<file path="src/rtl/rr_encoder16.sv">
// Round-robin priority encoder: picks one of 16 requests starting from a rotating
// priority pointer and holds the registered grant under a valid/ready handshake.
module rr_encoder16 #(
  parameter int unsigned PTR_RESET = 0
) (
  input  logic        clk,
  input  logic        reset,
  input  logic [15:0] req,
  input  logic        flush,
  input  logic        out_ready,
  output logic        out_valid,
  output logic [3:0]  out_idx,
  output logic [15:0] out_oh
);

  typedef enum logic {
    IDLE = 1'b0,
    HOLD = 1'b1
  } state_t;

  state_t      state_q, state_d;
  logic [3:0]  idx_q, idx_d;
  logic [15:0] oh_q, oh_d;
  logic [3:0]  ptr_q, ptr_d;

  logic [3:0]  search_base;
  logic [3:0]  pos;
  logic [3:0]  pick;
  logic        any_req;

  assign any_req = |req;

  // On an accept the search must already start after the granted entry, before
  // ptr_q has been updated, so the base is taken from the held index.
  always_comb begin
    search_base = (state_q == HOLD) ? idx_q + 4'd1 : ptr_q;
    pick        = '0;
    pos         = '0;
    for (int unsigned i = 0; i < 16; i++) begin
      pos = search_base + 4'(15 - i);
      if (req[pos]) begin
        pick = pos;
      end
    end
  end

  always_comb begin
    state_d = state_q;
    idx_d   = idx_q;
    oh_d    = oh_q;
    ptr_d   = ptr_q;
    case (state_q)
      IDLE: begin
        if (!flush && any_req) begin
          idx_d   = pick;
          oh_d    = 16'h0001 << pick;
          state_d = HOLD;
        end
      end
      HOLD: begin
        if (flush) begin
          state_d = IDLE;
          oh_d    = '0;
        end else if (out_ready) begin
          ptr_d = idx_q + 4'd1;
          if (any_req) begin
            idx_d = pick;
            oh_d  = 16'h0001 << pick;
          end else begin
            state_d = IDLE;
            oh_d    = '0;
          end
        end
      end
      default: begin
        state_d = IDLE;
        oh_d    = '0;
      end
    endcase
  end

  always_ff @(posedge clk or posedge reset) begin
    if (reset) begin
      state_q <= IDLE;
      idx_q   <= '0;
      oh_q    <= '0;
      ptr_q   <= 4'(PTR_RESET);
    end else begin
      state_q <= state_d;
      idx_q   <= idx_d;
      oh_q    <= oh_d;
      ptr_q   <= ptr_d;
    end
  end

  assign out_valid = (state_q == HOLD);
  assign out_idx   = idx_q;
  assign out_oh    = oh_q;

endmodule
</file>
<file path="config.mk">
export PLATFORM = sky130hd
export DESIGN_NAME = rr_encoder16
export DESIGN_NICKNAME = d
export VERILOG_FILES = /design/src/rtl/rr_encoder16.sv
export SDC_FILE = /design/constraint.sdc
export NUM_CORES = 1
export LEC_CHECK = 0
export CAP_MARGIN = 0
export CELL_PAD_IN_SITES_DETAIL_PLACEMENT = 0
export CELL_PAD_IN_SITES_GLOBAL_PLACEMENT = 1
export CORE_ASPECT_RATIO = 1.1
export CORE_MARGIN = 1.5
export CORE_UTILIZATION = 41
export CTS_CLUSTER_DIAMETER = 150
export DETAILED_ROUTE_END_ITERATION = 12
export MAX_ROUTING_LAYER = met4
export PLACE_DENSITY = 0.78
export SLEW_MARGIN = 30
export SYNTH_ARGS = -nofsm -noshare
export SYNTH_HDL_FRONTEND = slang
export SYNTH_SLANG_ARGS = --single-unit
</file>
<file path="constraint.sdc">
create_clock -name clk -period 4.5 [get_ports clk]
set_input_delay 0.9 -clock clk [delete_from_list [all_inputs] [get_ports clk]]
set_output_delay 0.9 -clock clk [all_outputs]
set_load 0.05 [all_outputs]
</file>
## Yosys cells after proc, flatten, opt, wreduce, memory -nomap -nowiden

Cells that the tools add are included.

- $add $sub $neg: 16
- Order comparisons: 16
- Equal/unequal tests: 5
- Shift operators: 1
- Mux-type cells: 64
- Bitwise gates (word level): 2
- Reduce and logical (&&, ||, !) cells: 6

Operators with widths:

| kind | number |
|---|---|
| two-way mux 4 bit | 21 |
| < comparator 4 x 5 -> 1 bit, second input constant | 16 |
| binary-select mux 1 bit (select 4 bit) | 16 |
| two-way mux 16 bit | 4 |
| adder 4 bit, second input constant | 8 |
| case mux 16 bit (2 select lines) | 1 |
| two-way mux 1 bit | 20 |
| adder 4 x 3 -> 4 bit, second input constant | 4 |
| OR reduction 16 bit | 1 |
| << shifter 1 x 4 -> 16 bit, first input constant | 1 |
| adder 4 x 1 -> 4 bit, second input constant | 2 |
| adder 4 x 2 -> 4 bit, second input constant | 2 |
| case mux 4 bit (2 select lines) | 1 |
| != test 2 bit, second input constant | 3 |
| AND reduction 4 bit | 1 |
| != test 3 bit, second input constant | 1 |
| AND reduction 3 bit | 1 |
| != test 2 x 1 -> 1 bit, second input constant | 1 |
| inverter 1 bit | 2 |
| case mux 1 bit (2 select lines) | 1 |
| AND reduction 2 bit | 1 |
| logical AND 1 bit | 1 |
| zero test 1 bit | 1 |

- Flip-flop bits (word level): 25
- Bits of input ports: 20
- Output and inout port bits: 21
- Word-level logic and storage cells: 114

## Depth between registers and ports, before layout

- Depth after elaboration: 26
- Gate-level depth with buffers: 18
- Gate-level depth less buffers: 14

## Worst setup path after synthesis

OpenSTA, ideal clock, no wires.

- Path type: register to register
- From: register idx_q[0], in the netlist out_idx[0]
- To: register oh_q[13], in the netlist out_oh[13]
- Library setup time: 0.110 ns
- Arrival time: 4.450 ns
- Required time: 4.390 ns
- Setup slack: -0.060 ns
- Stages on the path, launching flop included: 17
- Buffers on the path: 2
- Period minus slack after synthesis: 4.560 ns
- Path through: dfrtp_1 > ha_1 > xnor2_1 > a21o_1 > buf_6 > clkbuf_1 > ha_1 > nor2b_1 > a221oi_1 > o311ai_2 > mux2i_1 > mux2i_2 > o32a_1 > mux2i_1 > a311oi_2 > a211o_2 > o41ai_1

- Word-level cells in the longest chain between the ends: 26
- Elaborated cells on any way between the ends: 71
- Classes of those cells: add/sub (16); shift (1); mux (54)

RTL lines:

| item | line | source |
|---|---|---|
| start: declaration | 22 | `logic [3:0] idx_q, idx_d;` |
| start signal: assignment | 90 | `idx_q <= idx_d;` |
| adder 4 x 1 -> 4 bit (*) | 36 | `search_base = (state_q == HOLD) ? idx_q + 4'd1 : ptr_q;` |
| two-way mux 4 bit (*) | 36 |  |
| adder 4 bit | 40 | `pos = search_base + 4'(15 - i);` |
| binary-select mux 1 bit (select 4 bit) | 41 | `if (req[pos]) begin` |
| two-way mux 1 bit (not written as such) | 41 |  |
| two-way mux 4 bit (15 in a row) | 41 |  |
| two-way mux 4 bit (*) | 41 |  |
| << shifter 1 x 4 -> 16 bit (*) | 56, 68 |  |
| two-way mux 16 bit | 66 | `if (any_req) begin` |
| two-way mux 16 bit | 64 | `end else if (out_ready) begin` |
| two-way mux 16 bit | 61 | `if (flush) begin` |
| case mux 16 bit (2 select lines) (*) | 52 | `case (state_q)` |
| end signal: assignment | 91 | `oh_q <= oh_d;` |
| end: declaration | 23 | `logic [15:0] oh_q, oh_d;` |

Every way passes the cells marked *; elsewhere a longest branch is shown, timed or not. The select of a mux whose other input is x is not followed.
A chain may end at the register's enable or synchronous reset.

## Worst setup path after layout

- From: register idx_q[1], in the netlist out_idx[1]
- To: register oh_q[3], in the netlist out_oh[3]

The elaborated chain is that of the path after synthesis.

==> results.tsv <==
metric	value	unit
shortest clock period the worst path allows after layout	4.32	ns
endpoints failing setup	0	
all-layer global routing usage	24.1	%
Clock Root Buffer	sky130_fd_sc_hd__clkbuf_8	
total length of routed wires	10800	um
Num CTS Buffers	3	
worst hold stages	2	
total via count after detailed routing	3353	
final worst clock skew	0.00816	ns
post-synthesis net count	399	
Clock H-tree levels	1	
largest net degree at the start of global routing	26	
Bufs on Longest Clock Path	2	
Post-Syn Area per Cell	10.0	um^2
layout cells sized above 1	25.7	%
vias in the first global route	3373	
Async S/R FF share, synth	100	%
Reg2Reg Setup Slack	0.18	ns
number of I/O port buffers	40	
netlist area before placement	3730	um^2
Final Cell Area	4400	um^2
Distinct cells, synth	83	
slew at the pin closest to its max-slew limit	0.745	ns
routed via count divided by cell count	6.31	
register area share after synthesis	16.8	%
portion of synthesized cell area occupied by the leading cell type	16.8	%
Placer Congestion	0.940	
first-pass iteration count of the detailed router	5	
net count reported at finish	444	
Setup CP Type	reg2reg	
most frequent cell after synthesis	sky130_fd_sc_hd__mux2i_1	
endpoint of the worst hold path	out_oh[8]	
count of synthesis-stage warnings from yosys	0	
total count of max-transition violations in the final report	0	
HPWL reported at the end of detailed placement	8390	um
area inside the core boundary	8830	um^2
number of inserted diodes	0	
Reg clk slew, reported paths	0.09	ns
startpoint of the most critical register-to-register path	out_idx[1]	
DRC violation total after the first TritonRoute iteration	243	
result of the run	finished, final reports clean	
category of the worst setup path launch point	flop	
worst reg2reg path depth	11	
routed wirelength normalized by instance count	20.3	um
Setup TNS Final	0	ns
critical hold path startpoint	out_oh[8]	
worst flop-to-flop path endpoint	out_oh[3]	
count of nets left with antenna violations after detail routing	0	
Rel. slew slack	49.9	%
post-detailed-route DRC marker count	0	
TritonCTS clock tree	yes	
row count	36	
Main synth FF type	sky130_fd_sc_hd__dfrtp_1	
top-level I/O count	41	
x dimension of the die	94.0	um
Post CTS Setup Buffer Count	0	
RSZ-0062 raised after global routing	no	
Chip Height	103	um
Congestion Overflow GR	0	
die area	9680	um^2
Post-synth EDFFs	0	
most frequent cells after synthesis	sky130_fd_sc_hd__mux2i_1 (40), sky130_fd_sc_hd__nand2_1 (32), sky130_fd_sc_hd__dfrtp_1 (25)	
synthesis-stage register bit count	25	
Critical Path Sink Type	flop	
most area-consuming cells after synthesis	sky130_fd_sc_hd__dfrtp_1 (17%), sky130_fd_sc_hd__mux2i_1 (11%), sky130_fd_sc_hd__mux4_2 (9.7%), sky130_fd_sc_hd__o41ai_2 (4.4%), sky130_fd_sc_hd__mux2_2 (4.2%)	
dpl ws	0.107	ns
number of antenna violations at the first check in global routing	0	
Final Hold Vio Count	0	
# clock sinks	25	
period utilisation layout	96.0	%
least setup slack across all paths after layout	0.182	ns
synth-to-layout area growth	17.9	%
post-synthesis instance total	373	
dominant cell type by area after synthesis	sky130_fd_sc_hd__dfrtp_1	
worst hold path type	reg2reg	
Max Cap Violations	0	
CP arrival	4.47	ns
WP data required	4.65	ns
achievable frequency	0.232	GHz
highest net fanout along the worst path	8	
first-pass GRT wire length	17800	um
area of placed instances	4290	um^2
clock latency on the worst-skew pair	0.27	ns
starting density of the core	42.3	%
## worst max-delay path by stage
| stage | slack (ns) | start | to |
|---|---|---|---|
| after floorplan | 0.07 | out_idx[0] | out_oh[13] |
| after global placement | 0.08 | out_idx[1] | out_oh[7] |
| after detailed placement | 0.11 | out_idx[1] | out_oh[7] |
| after CTS | 0.11 | out_idx[1] | out_oh[13] |
| after global routing | 0.002 | out_idx[1] | out_oh[4] |
| final | 0.18 | out_idx[1] | out_oh[3] |
## registers in the layout (all words and copies together) (netlist names)
register	count
out_idx	4
out_oh	16
ptr_q	4
out_valid	1
## metrics by stage
| step | std cells | hold WS (ns) | util [%] |
|---|---|---|---|
| 3_3_place_gp | 527 | 0.463 | 48.6 |
| 4_1_cts | 531 | 0.493 | 49.1 |
| 2_1_floorplan | 373 | 0.485 | - |
| 5_1_grt | 531 | 0.510 | 49.8 |
| 6_report | 531 | 0.493 | 49.8 |
| 3_5_place_dp | 527 | 0.461 | 48.6 |
## layer usage
| metal | up-vias | part of all wire (%) | track usage [%] |
|---|---|---|---|
| met3 | 24 | 5.1 | 1.62 |
| li1 | 1563 | - | - |
| met5 | - | 0 | - |
| met2 | 138 | 49 | 41.4 |
| met1 | 1628 | 43 | 30.4 |
| met4 | 0 | 2.9 | 8.15 |
## layout by cell type, fill, tap and decap left out, drive strengths merged, types with 4 or more instances in the layout
cell and count:
o211a 4, o41ai 16, nor2b 5, a21oi 18, and2 4, a21o 4
nor4 5, clkdlybuf4s50 40, inv 14, mux4 16, o211ai 8, mux2i 48
mux2 22, o21ai 14, buf 20, dfrtp 25, xor2 5, ha 6
a21boi 4, xnor2 12, nor2 16, a31oi 4, nand2 32, nand3b 4
a211oi 8, nor3 4
## layout make-up
cell class / count / area, um^2
inverters: 14 / 62.6
repair buffers: 60 / 551
clock buffers: 3 / 41.3
fillers: 850 / 4430
flip-flops and latches: 25 / 627
well taps: 114 / 143
multi-input cells: 314 / 2970
clock inverters: 1 / 7.51
## what timing repair did
| item | 4_1_cts | 5_1_grt |
|---|---|---|
| gates resized for setup | 0 | 11 |
| hold buffers | 0 | 0 |
| setup endpoints to repair | 0 | 18 |
## cell families (layout without fill, tap and decap cells)
group / count (synthesis) / after routing / share of synthesized area (%)
XOR/XNOR: 17 / 17 / 5.80
flip-flops: 25 / 25 / 16.8
AND/OR/NAND/NOR: 85 / 85 / 11.3
buffers and inverters: 34 / 78 / 5.26
adder cells (fa/ha/maj): 6 / 6 / 2.01
multiplexers: 86 / 86 / 30.9
AO/OA/AOI/OAI: 120 / 120 / 28.0
## worst max-delay path, cell delays in order (launching register included)
cell                       delay [ns]
sky130_fd_sc_hd__dfrtp_1         0.43
sky130_fd_sc_hd__ha_1            0.34
sky130_fd_sc_hd__mux2_2          0.39
sky130_fd_sc_hd__ha_1            0.33
sky130_fd_sc_hd__xnor2_4         0.31
sky130_fd_sc_hd__mux4_2          0.66
sky130_fd_sc_hd__mux2i_4         0.30
sky130_fd_sc_hd__a21oi_1         0.11
sky130_fd_sc_hd__o31a_1          0.12
sky130_fd_sc_hd__nor4_1          0.49
sky130_fd_sc_hd__o211ai_2        0.32
sky130_fd_sc_hd__o41ai_1         0.41
Power is not shown: default switching activity piles up to over one toggle a cycle in this logic, so the estimate is an artifact.
